## config.mk

```make
export PLATFORM = sky130hd
export DESIGN_NAME = picomips_ctrl_flat
export DESIGN_NICKNAME = d
export VERILOG_FILES = /design/src/rtl/picomips_pkg.sv /design/src/rtl/picomips_ctrl_if.sv /design/src/rtl/picomips_ctrl_pc_unit.sv /design/src/rtl/picomips_ctrl.sv /design/src/flat_wrapper.sv
export SDC_FILE = /design/constraint.sdc
export NUM_CORES = 1
export LEC_CHECK = 0
export BUFFER_PORTS_ARGS = -buffer_cell sky130_fd_sc_hd__buf_2
export CAP_MARGIN = 10
export CORE_MARGIN = 3
export CORE_UTILIZATION = 47
export DETAILED_ROUTE_END_ITERATION = 16
export PLACE_DENSITY = 0.77
export SLEW_MARGIN = 5
export SYNTH_ARGS = -nofsm -noshare
export SYNTH_HDL_FRONTEND = slang
export SYNTH_HIERARCHICAL = 1
export SYNTH_SLANG_ARGS = --single-unit
```

## constraint.sdc

```tcl
create_clock -name clk -period 2.8 [get_ports clk]
set_clock_uncertainty 0.05 [all_clocks]
set_input_delay 0.28 -clock clk [delete_from_list [all_inputs] [get_ports clk]]
set_output_delay 0.28 -clock clk [all_outputs]
set_load 0.02 [all_outputs]
```

## src/rtl/picomips_pkg.sv

```systemverilog
// picomips_pkg: shared definitions for the picoMIPS control sequencer.
//   opcode_e   - 4-bit instruction opcodes (8..15 decode as NOP)
//   alu_func_e - ALU operation select driven to the datapath
//   state_e    - sequencer FSM states
//   field positions of the 22-bit instruction word and small decode helpers
package picomips_pkg;

  typedef enum logic [3:0] {
    OP_NOP  = 4'd0,
    OP_ADD  = 4'd1,
    OP_ADDI = 4'd2,
    OP_SUB  = 4'd3,
    OP_MULI = 4'd4,
    OP_LDSW = 4'd5,
    OP_BEQ  = 4'd6,
    OP_HALT = 4'd7
  } opcode_e;

  typedef enum logic [2:0] {
    ALU_PASS = 3'd0,
    ALU_ADD  = 3'd1,
    ALU_SUB  = 3'd2,
    ALU_MUL  = 3'd3
  } alu_func_e;

  typedef enum logic [2:0] {
    S_FETCH,
    S_DECODE,
    S_EXEC,
    S_WB,
    S_WAIT_IN,
    S_HALT
  } state_e;

  localparam int unsigned OP_MSB  = 21;
  localparam int unsigned OP_LSB  = 18;
  localparam int unsigned RD_MSB  = 17;
  localparam int unsigned RD_LSB  = 13;
  localparam int unsigned RS_MSB  = 12;
  localparam int unsigned RS_LSB  = 8;
  localparam int unsigned IMM_MSB = 7;
  localparam int unsigned IMM_LSB = 0;

  // Ops that go through EXEC and then write back the ALU result.
  function automatic logic is_write_op(opcode_e op);
    return (op == OP_ADD) || (op == OP_ADDI) || (op == OP_SUB) || (op == OP_MULI);
  endfunction

  function automatic logic uses_imm(opcode_e op);
    return (op == OP_ADDI) || (op == OP_MULI);
  endfunction

  function automatic alu_func_e alu_for(opcode_e op);
    case (op)
      OP_ADD, OP_ADDI: return ALU_ADD;
      OP_SUB, OP_BEQ:  return ALU_SUB;
      OP_MULI:         return ALU_MUL;
      default:         return ALU_PASS;
    endcase
  endfunction

endpackage

```

## src/rtl/picomips_ctrl_if.sv

```systemverilog
// picomips_ctrl_if: bundle between the sequencer and its environment
// (program memory, gpr file, ALU, switch input).
//   master - sequencer side: drives pc, Rsno, Rdno, w, Wdata, alu_func,
//            imm, imm_sel, sw_ack, halted; samples instr, alu_result,
//            alu_zero, sw_data, sw_valid
//   slave  - environment side, directions mirrored
interface picomips_ctrl_if #(
  parameter int unsigned n   = 8,
  parameter int unsigned PCW = 6,
  parameter int unsigned IW  = 22
);
  logic [PCW-1:0] pc;
  logic [IW-1:0]  instr;
  logic [4:0]     Rsno;
  logic [4:0]     Rdno;
  logic           w;
  logic [n-1:0]   Wdata;
  logic [2:0]     alu_func;
  logic [n-1:0]   imm;
  logic           imm_sel;
  logic [n-1:0]   alu_result;
  logic           alu_zero;
  logic [n-1:0]   sw_data;
  logic           sw_valid;
  logic           sw_ack;
  logic           halted;

  modport master (
    output pc, Rsno, Rdno, w, Wdata, alu_func, imm, imm_sel, sw_ack, halted,
    input  instr, alu_result, alu_zero, sw_data, sw_valid
  );

  modport slave (
    input  pc, Rsno, Rdno, w, Wdata, alu_func, imm, imm_sel, sw_ack, halted,
    output instr, alu_result, alu_zero, sw_data, sw_valid
  );
endinterface

```

## src/rtl/picomips_ctrl_pc_unit.sv

```systemverilog
// pc_unit: program counter register with increment / relative-branch adder.
//   clk_i, rst_ni - clock, asynchronous active-low reset (pc -> 0)
//   adv_i         - update pc this cycle (transition into FETCH)
//   taken_i       - branch taken: add offs_i instead of 1
//   offs_i        - low PCW bits of the branch immediate (two's complement)
//   pc_o          - current program counter; wraps modulo 2^PCW
module pc_unit #(
  parameter int unsigned PCW = 6
) (
  input  logic           clk_i,
  input  logic           rst_ni,
  input  logic           adv_i,
  input  logic           taken_i,
  input  logic [PCW-1:0] offs_i,
  output logic [PCW-1:0] pc_o
);
  logic [PCW-1:0] pc_q, pc_d;

  // Truncating the immediate to PCW bits and adding modulo 2^PCW is the
  // same as adding the sign-extended value, so no explicit extension.
  always_comb begin
    pc_d = pc_q;
    if (adv_i) pc_d = pc_q + (taken_i ? offs_i : PCW'(1));
  end

  always_ff @(posedge clk_i or negedge rst_ni) begin
    if (!rst_ni) pc_q <= '0;
    else         pc_q <= pc_d;
  end

  assign pc_o = pc_q;
endmodule

```

## src/rtl/picomips_ctrl.sv

```systemverilog
// picomips_ctrl: multicycle picoMIPS sequencer (FETCH/DECODE/EXEC/WB,
// plus WAIT_IN for the switch handshake and a terminal HALT).
//   clk    - system clock
//   nReset - asynchronous active-low reset
//   bus    - picomips_ctrl_if.master: program memory, gpr, ALU and
//            switch-input signals
module picomips_ctrl
  import picomips_pkg::*;
#(
  parameter int unsigned n   = 8,
  parameter int unsigned PCW = 6,
  parameter int unsigned IW  = 22
) (
  input logic             clk,
  input logic             nReset,
  picomips_ctrl_if.master bus
);
  state_e         state_q;
  logic [IW-1:0]  ir_q;
  logic [n-1:0]   result_q;
  logic [n-1:0]   imm_q;
  logic [4:0]     rd_q, rs_q;
  logic           w_q, halted_q, imm_sel_q;
  alu_func_e      alu_func_q;
  opcode_e        op;
  logic           pc_adv, pc_taken;
  logic [PCW-1:0] pc;

  assign op = opcode_e'(ir_q[OP_MSB:OP_LSB]);

  // pc moves on every entry into FETCH; the branch decision uses alu_zero
  // at the EXEC edge directly since that is the same edge that leaves EXEC.
  assign pc_adv   = (state_q == S_WB) || ((state_q == S_EXEC) && !is_write_op(op));
  assign pc_taken = (state_q == S_EXEC) && (op == OP_BEQ) && bus.alu_zero;

  pc_unit #(.PCW(PCW)) u_pc (
    .clk_i  (clk),
    .rst_ni (nReset),
    .adv_i  (pc_adv),
    .taken_i(pc_taken),
    .offs_i (ir_q[IMM_LSB +: PCW]),
    .pc_o   (pc)
  );

  always_ff @(posedge clk or negedge nReset) begin
    if (!nReset) begin
      state_q    <= S_FETCH;
      ir_q       <= '0;
      result_q   <= '0;
      imm_q      <= '0;
      rd_q       <= '0;
      rs_q       <= '0;
      w_q        <= 1'b0;
      halted_q   <= 1'b0;
      imm_sel_q  <= 1'b0;
      alu_func_q <= ALU_PASS;
    end else begin
      case (state_q)
        S_FETCH: begin
          ir_q    <= bus.instr;
          state_q <= S_DECODE;
        end
        S_DECODE: begin
          rd_q       <= ir_q[RD_MSB:RD_LSB];
          rs_q       <= ir_q[RS_MSB:RS_LSB];
          imm_q      <= n'(ir_q[IMM_MSB:IMM_LSB]);
          imm_sel_q  <= uses_imm(op);
          alu_func_q <= alu_for(op);
          if (op == OP_LDSW) begin
            state_q <= S_WAIT_IN;
          end else if (op == OP_HALT) begin
            state_q  <= S_HALT;
            halted_q <= 1'b1;
          end else begin
            state_q <= S_EXEC;
          end
        end
        S_EXEC: begin
          result_q <= bus.alu_result;
          if (is_write_op(op)) begin
            w_q     <= 1'b1;
            state_q <= S_WB;
          end else begin
            state_q <= S_FETCH;
          end
        end
        S_WAIT_IN: begin
          if (bus.sw_valid) begin
            result_q <= bus.sw_data;
            w_q      <= 1'b1;
            state_q  <= S_WB;
          end
        end
        S_WB: begin
          w_q     <= 1'b0;
          state_q <= S_FETCH;
        end
        S_HALT: state_q <= S_HALT;
        default: state_q <= S_FETCH;
      endcase
    end
  end

  // Acknowledge in the same cycle the data is taken so an already-valid
  // switch costs no extra cycle.
  assign bus.sw_ack   = (state_q == S_WAIT_IN) && bus.sw_valid;
  assign bus.pc       = pc;
  assign bus.Rsno     = rs_q;
  assign bus.Rdno     = rd_q;
  assign bus.w        = w_q;
  assign bus.Wdata    = result_q;
  assign bus.alu_func = alu_func_q;
  assign bus.imm      = imm_q;
  assign bus.imm_sel  = imm_sel_q;
  assign bus.halted   = halted_q;
endmodule

```

## src/flat_wrapper.sv

```systemverilog
// flat-port wrapper written by rule: the top's interface ports become plain ports
module picomips_ctrl_flat import picomips_pkg::*;
#(
  parameter int unsigned n   = 8,
  parameter int unsigned PCW = 6,
  parameter int unsigned IW  = 22
)
  (clk, nReset, bus_pc, bus_Rsno, bus_Rdno, bus_w, bus_Wdata, bus_alu_func, bus_imm, bus_imm_sel, bus_sw_ack, bus_halted, bus_instr, bus_alu_result, bus_alu_zero, bus_sw_data, bus_sw_valid);
  picomips_ctrl_if #(.n(n), .PCW(PCW), .IW(IW)) bus_i ();
  input logic clk;
  input logic nReset;
  output wire logic [$bits(bus_i.pc)-1:0] bus_pc;
  output wire logic [$bits(bus_i.Rsno)-1:0] bus_Rsno;
  output wire logic [$bits(bus_i.Rdno)-1:0] bus_Rdno;
  output wire logic [$bits(bus_i.w)-1:0] bus_w;
  output wire logic [$bits(bus_i.Wdata)-1:0] bus_Wdata;
  output wire logic [$bits(bus_i.alu_func)-1:0] bus_alu_func;
  output wire logic [$bits(bus_i.imm)-1:0] bus_imm;
  output wire logic [$bits(bus_i.imm_sel)-1:0] bus_imm_sel;
  output wire logic [$bits(bus_i.sw_ack)-1:0] bus_sw_ack;
  output wire logic [$bits(bus_i.halted)-1:0] bus_halted;
  input wire logic [$bits(bus_i.instr)-1:0] bus_instr;
  input wire logic [$bits(bus_i.alu_result)-1:0] bus_alu_result;
  input wire logic [$bits(bus_i.alu_zero)-1:0] bus_alu_zero;
  input wire logic [$bits(bus_i.sw_data)-1:0] bus_sw_data;
  input wire logic [$bits(bus_i.sw_valid)-1:0] bus_sw_valid;
  assign bus_pc = bus_i.pc;
  assign bus_Rsno = bus_i.Rsno;
  assign bus_Rdno = bus_i.Rdno;
  assign bus_w = bus_i.w;
  assign bus_Wdata = bus_i.Wdata;
  assign bus_alu_func = bus_i.alu_func;
  assign bus_imm = bus_i.imm;
  assign bus_imm_sel = bus_i.imm_sel;
  assign bus_sw_ack = bus_i.sw_ack;
  assign bus_halted = bus_i.halted;
  assign bus_i.instr = bus_instr;
  assign bus_i.alu_result = bus_alu_result;
  assign bus_i.alu_zero = bus_alu_zero;
  assign bus_i.sw_data = bus_sw_data;
  assign bus_i.sw_valid = bus_sw_valid;
  picomips_ctrl #(.n(n), .PCW(PCW), .IW(IW)) u_core (.clk(clk), .nReset(nReset), .bus(bus_i));
endmodule
```

# Word-level counts from Yosys, hierarchy flattened
# Cells that the tools add are included.
# totals
register_bits,63
in_bits,42
elab_cells,57
# classes
reduce_logical,18
n_mux,12
n_bitwise,1
n_addsub,1
n_eq_ne,14
# ops
operator,n
$eq A4 B3 Y1 const B,4
$pmux W8 S2,1
$pmux W3 S5,1
$mux W3,3
$eq A4 B2 Y1 const B,2
$mux W8,1
$add A6 B6 Y6,1
$eq A3 B2 Y1 const B,2
$eq A3 B3 Y1 const B,2
$mux W6,1
$pmux W2 S3,1
$reduce_and A3 Y1,2
$logic_or A1 B1 Y1,5
$eq A4 B1 Y1 const B,1
$logic_and A1 B1 Y1,4
$ne A2 B2 Y1 const B,2
$reduce_or A2 Y1,2
$eq A3 B1 Y1 const B,1
$logic_not A3 Y1,1
$pmux W1 S3,1
$reduce_bool A3 Y1,1
$mux W1,2
$mux W2,1
$reduce_and A2 Y1,1
3 further kinds,3

# Logic depth before layout (Yosys ltp)
# depth
depth_word,7
ltp_mapped,10
ltp_nobuf,9

# Hierarchy
# Netlist, hierarchy kept.
# by_module_without_submodules
mod,cells_per_inst,instances,area_per_inst_um2
picomips_ctrl,205,1,2418.6
pc_unit,40,1,435.4

# Least setup slack after synthesis
# Ideal clock, no wire load.
# synth_path
path_type,register -> register
startpoint,reg u_core.state_q[2]
endpoint,reg u_core.u_pc.pc_q[4] (netlist: u_core/u_pc/pc_o[4])
arrival_time_ns,2.622
setup_ns,0.125
n_path_buf,1
slack_ns,0.003
synth_period_minus_slack_ns,2.797
path_stages_with_launch,11
cell_sequence,dfrtp_1 > buf_2 > nand2b_1 > nor4_1 > nand2b_1 > ha_1 > fa_1 > a21o_1 > a21oi_2 > xnor2_1 > mux2_2
# synth_between
elab_chain_len,5
# synth_rtl
element,line,source
start: declaration,picomips_ctrl.sv:18,state_e state_q;
start signal: assignment,picomips_ctrl.sv:47,state_q <= S_FETCH;
start signal: assignment,picomips_ctrl.sv:61,state_q <= S_DECODE;
start signal: assignment,picomips_ctrl.sv:70,state_q <= S_WAIT_IN;
$eq A3 B2 Y1,picomips_ctrl.sv:34,assign pc_taken = (state_q == S_EXEC) && (op == OP_BEQ) && bus.alu_zero;
$logic_and A1 B1 Y1 (2 in a row),picomips_ctrl.sv:34,
via u_core.pc_taken,picomips_ctrl.sv:26,"logic pc_adv, pc_taken;"
$mux W6,picomips_ctrl_pc_unit.sv:23,if (adv_i) pc_d = pc_q + (taken_i ? offs_i : PCW'(1));
$add A6 B6 Y6,picomips_ctrl_pc_unit.sv:23,
end signal: assignment,picomips_ctrl_pc_unit.sv:28,else pc_q <= pc_d;
end: declaration,picomips_ctrl_pc_unit.sv:17,"logic [PCW-1:0] pc_q, pc_d;"
# The timed path passes the listed nets, and every way through them passes these cells.
# A chain may end at the register's enable or synchronous reset.

# Worst setup path after layout
# layout_path
startpoint,reg u_core.ir_q[21]
endpoint,reg u_core.u_pc.pc_q[4] (netlist: u_core/u_pc/pc_o[4])
# layout_lines
element,line,source
start: declaration,picomips_ctrl.sv:19,logic [IW-1:0] ir_q;
start signal: assignment,picomips_ctrl.sv:60,ir_q <= bus.instr;
$eq A4 B3 Y1,picomips_ctrl.sv:34,
$logic_and A1 B1 Y1 (2 in a row),picomips_ctrl.sv:34,
via u_core.pc_taken,picomips_ctrl.sv:26,
$mux W6,picomips_ctrl_pc_unit.sv:23,
$add A6 B6 Y6,picomips_ctrl_pc_unit.sv:23,
# The timed path passes the listed nets, and every way through them passes these cells.

==> impl_metrics.py <==
metrics = {
    "synth": {
        "synth.cell_area_mm2": 0.00285,
        "synth_nets": 293,
        "synth_area_per_cell_um2": 11.6,
        "ys_types": 39,
        "ys_seq_elements": 62,
        "synth_edf_count": 0,
        "ys_seq_area_share_pct": 54.4,
        "syn_inst": 245,
        "synth_mux_area_share_pct": 16.9,
        "ys.flop_type": "dfrtp_1",
        "synth-simple-area-share_pct": 15.0,
        "synth_compound_area_share_pct": 6.40,
        "synthArstFlopShare_pct": 100,
        "yosys.area_share.adder_pct": 2.89,
        "synth_top_family_by_area": "multiplexers",
        "ys_warn_count": 6,
        "synth-xor-area-share_pct": 1.53,
    },
    "flow_run": {
        "cap_viol_max_count": 0,
    },
    "sta": {
        "fmax_mhz": 391,
        "slew-limit-headroom_pct": 44.5,
        "setup_viol": 0,
        "setup_tns_ns": 0,
        "tightest_slew_ns": 0.833,
        "rsz0062_at_grt": "false",
        "hold_ws_ns": 0.118,
        "period_share_pct": 91.4,
        "finalWorstSetupSlack_ns": 0.241,
        "fin_crit_ns": 2.56,
        "slew_violations": 0,
        "hold_viol": 0,
    },
    "global_routing": {
        "grt_pass1_vias": 2126,
        "grt_pass1_wl_mm": 9.70,
        "use_met1_pct": 20.5,
        "grt_util_met3_pct": 4.84,
        "antenna_found_initial": 0,
        "grt-busiest-layer": "met2",
        "grtUsageMet2_pct": 29.1,
        "gr-total-overflow": 0,
        "grt_max_degree": 37,
        "gr-usage-all-layers_pct": 17.4,
    },
    "layout": {
        "antenna_cells": 0,
        "fillCellCount": 489,
        "multiInputGateArea_mm2": 0.00124,
        "regArea_mm2": 0.00155,
        "final_cell_mix": "buf_2, dfrtp_1, nand2_1",
        "final_common_cell": "buf_2",
        "area_growth_pct": 25.6,
        "drive_gt1_share_pct": 43.0,
        "final_util_pct": 63.2,
        "num-nets-final": 380,
    },
    "power": {
        "p_leak_uw": 0.00177,
        "power.density_mw_per_mm2": 1280,
        "peakVddDrop_mv": 0.641,
        "power_uw": 4590,
    },
    "route": {
        "vias": 2009,
        "wire_per_inst_um": 14.0,
        "wl_mm": 5.72,
        "drt_first_pass_iters": 4,
        "drtIter0Drc": 67,
        "ant_nets": 0,
        "via_per_inst": 4.91,
        "drc": 0,
    },
    "clock_tree": {
        "cts_max_path_buffers": 2,
        "clkLatencyLatePin_ns": 0.33,
        "ctsRootBufferMaster": "clkbuf_8",
        "cts_tree": "built",
        "cts.clk_slew.worst_paths_ns": 0.07,
        "htreeDepth": 3,
        "cts_sinks": 62,
        "cts_made_buffers": 9,
    },
    "floorplan": {
        "std_cell_rows": 27,
        "fp.coreArea_mm2": 0.00568,
        "die_area_mm2": 0.00704,
        "ioPinCount": 81,
        "die_width_um": 83.9,
        "initial_utilization_pct": 50.3,
        "fp.dieH_um": 83.9,
    },
    "setup_path": {
        "cp-end-kind": "flip-flop",
        "start_kind": "flip-flop",
        "crit_path_max_fanout": 7,
        "crit_arrival_ns": 2.72,
        "required_ns": 2.96,
        "timing_worst_setup_path_type": "reg -> reg",
    },
    "run_status": {
        "status": "finished clean",
    },
    "placement": {
        "dp_hpwl_mm": 4.14,
        "pre_cts_ws_ns": 0.171,
        "place_congestion": 0.750,
        "portBuffers": 79,
    },
    "hold_path": {
        "hp-class": "in -> reg",
    },
}
[where the power goes]
part           switching (µW)  leakage [µW]  total (µW)  internal [µW]
Combinational            1180      0.000914        2120            935
Sequential                261      0.000744        1620           1360
Clock                     334      0.000110         857            523
[critical path, stage by stage, from the launching register on]
cell and delay [ns]:
dfrtp_1 0.44, nand3b_1 0.20, nor4_2 0.31, nand2b_1 0.10, ha_1 0.22, fa_1 0.43
a21o_1 0.20, a21oi_2 0.14, xnor2_1 0.07, mux2_2 0.27
[Yosys cell counts, types with 2 or more instances]
| master | instances | share of area (%) |
|---|---|---|
| dfrtp_1 | 62 | 54 |
| nand2_1 | 59 | 7.8 |
| mux2_2 | 31 | 12 |
| mux2_1 | 11 | 4.3 |
| buf_2 | 9 | 1.6 |
| a21oi_1 | 6 | 1.1 |
| ha_1 | 5 | 2.2 |
| nand2b_1 | 5 | 1.1 |
| o21ai_0 | 5 | 0.88 |
| o31ai_1 | 5 | 1.3 |
| and2_1 | 4 | 0.88 |
| nand3b_1 | 4 | 1.1 |
| xnor2_1 | 4 | 1.2 |
| buf_4 | 3 | 0.79 |
| clkbuf_1 | 3 | 0.39 |
| a21o_1 | 2 | 0.53 |
| a21oi_2 | 2 | 0.61 |
| nor2_1 | 2 | 0.26 |
| nor2b_1 | 2 | 0.44 |
| or3b_1 | 2 | 0.61 |
[cell type report]
| class | instances | area share, % |
|---|---|---|
| Multi-Input combinational cell | 168 | 34.6 |
| Clock buffer | 12 | 4.05 |
| Sequential cell | 62 | 43.3 |
| Timing Repair Buffer | 91 | 13.6 |
| Tap cell | 72 | 2.51 |
| Clock inverter | 4 | 1.95 |
[routing by layer]
layer	vias to the layer above	wire, µm
li1	1002	-
met1	937	2430
met2	63	2800
met3	7	375
met4	0	105
met5	-	0
[stage by stage]
step / area [µm²] / cells
after global placement: 3350 / 392
final: 3590 / 409
after detailed placement: 3350 / 392
after global routing: 3590 / 409
after floorplan: 2850 / 245
after CTS: 3580 / 409
[path summary, 6_finish.rpt]
| path | start | endpoint | slack [ns] | cells after the start |
|---|---|---|---|---|
| max in group asynchronous | nReset | u_core/bus.imm[0] | 1.90 | 3 |
| worst max-delay path | u_core/ir_q[21] | u_core/u_pc/pc_o[4] | 0.24 | 9 |
| min in group asynchronous | nReset | u_core/bus.w | 0.43 | 3 |
| worst min register to register | u_core/bus.imm[6] | u_core/bus.imm[6] | 0.42 | 2 |
| worst max register to register | u_core/ir_q[21] | u_core/u_pc/pc_o[4] | 0.24 | 9 |
| worst min-delay path | bus_instr[20] | u_core/ir_q[20] | 0.12 | 2 |
[sequential cells by signal, indices dropped and copies added (netlist names)]
signal	count
u_core/bus.Rdno	5
u_core/bus.Rsno	5
u_core/bus.Wdata	8
u_core/bus.alu_func	2
u_core/bus.halted	1
u_core/bus.imm	8
u_core/bus.imm_sel	1
u_core/bus.w	1
u_core/ir_q	22
u_core/state_q	3
u_core/u_pc/pc_o	6
[timing repair]
action,in CTS,in global routing
setup endpoints to repair,0,2
buffers inserted,0,0
hold buffers,1,0
hold endpoints to repair,62,0
resized for setup,0,1
[cells by family (layout without fill, tap and decap cells)]
group	count (synthesis)	after routing
AO/OA/AOI/OAI	26	26
XOR/XNOR	5	5
adder cells (fa/ha/maj)	6	6
buffers and inverters	15	107
flip-flops	62	62
multiplexers	43	43
other	1	1
AND/OR/NAND/NOR	87	87
No activity file was read; power rests on OpenSTA's default activity.
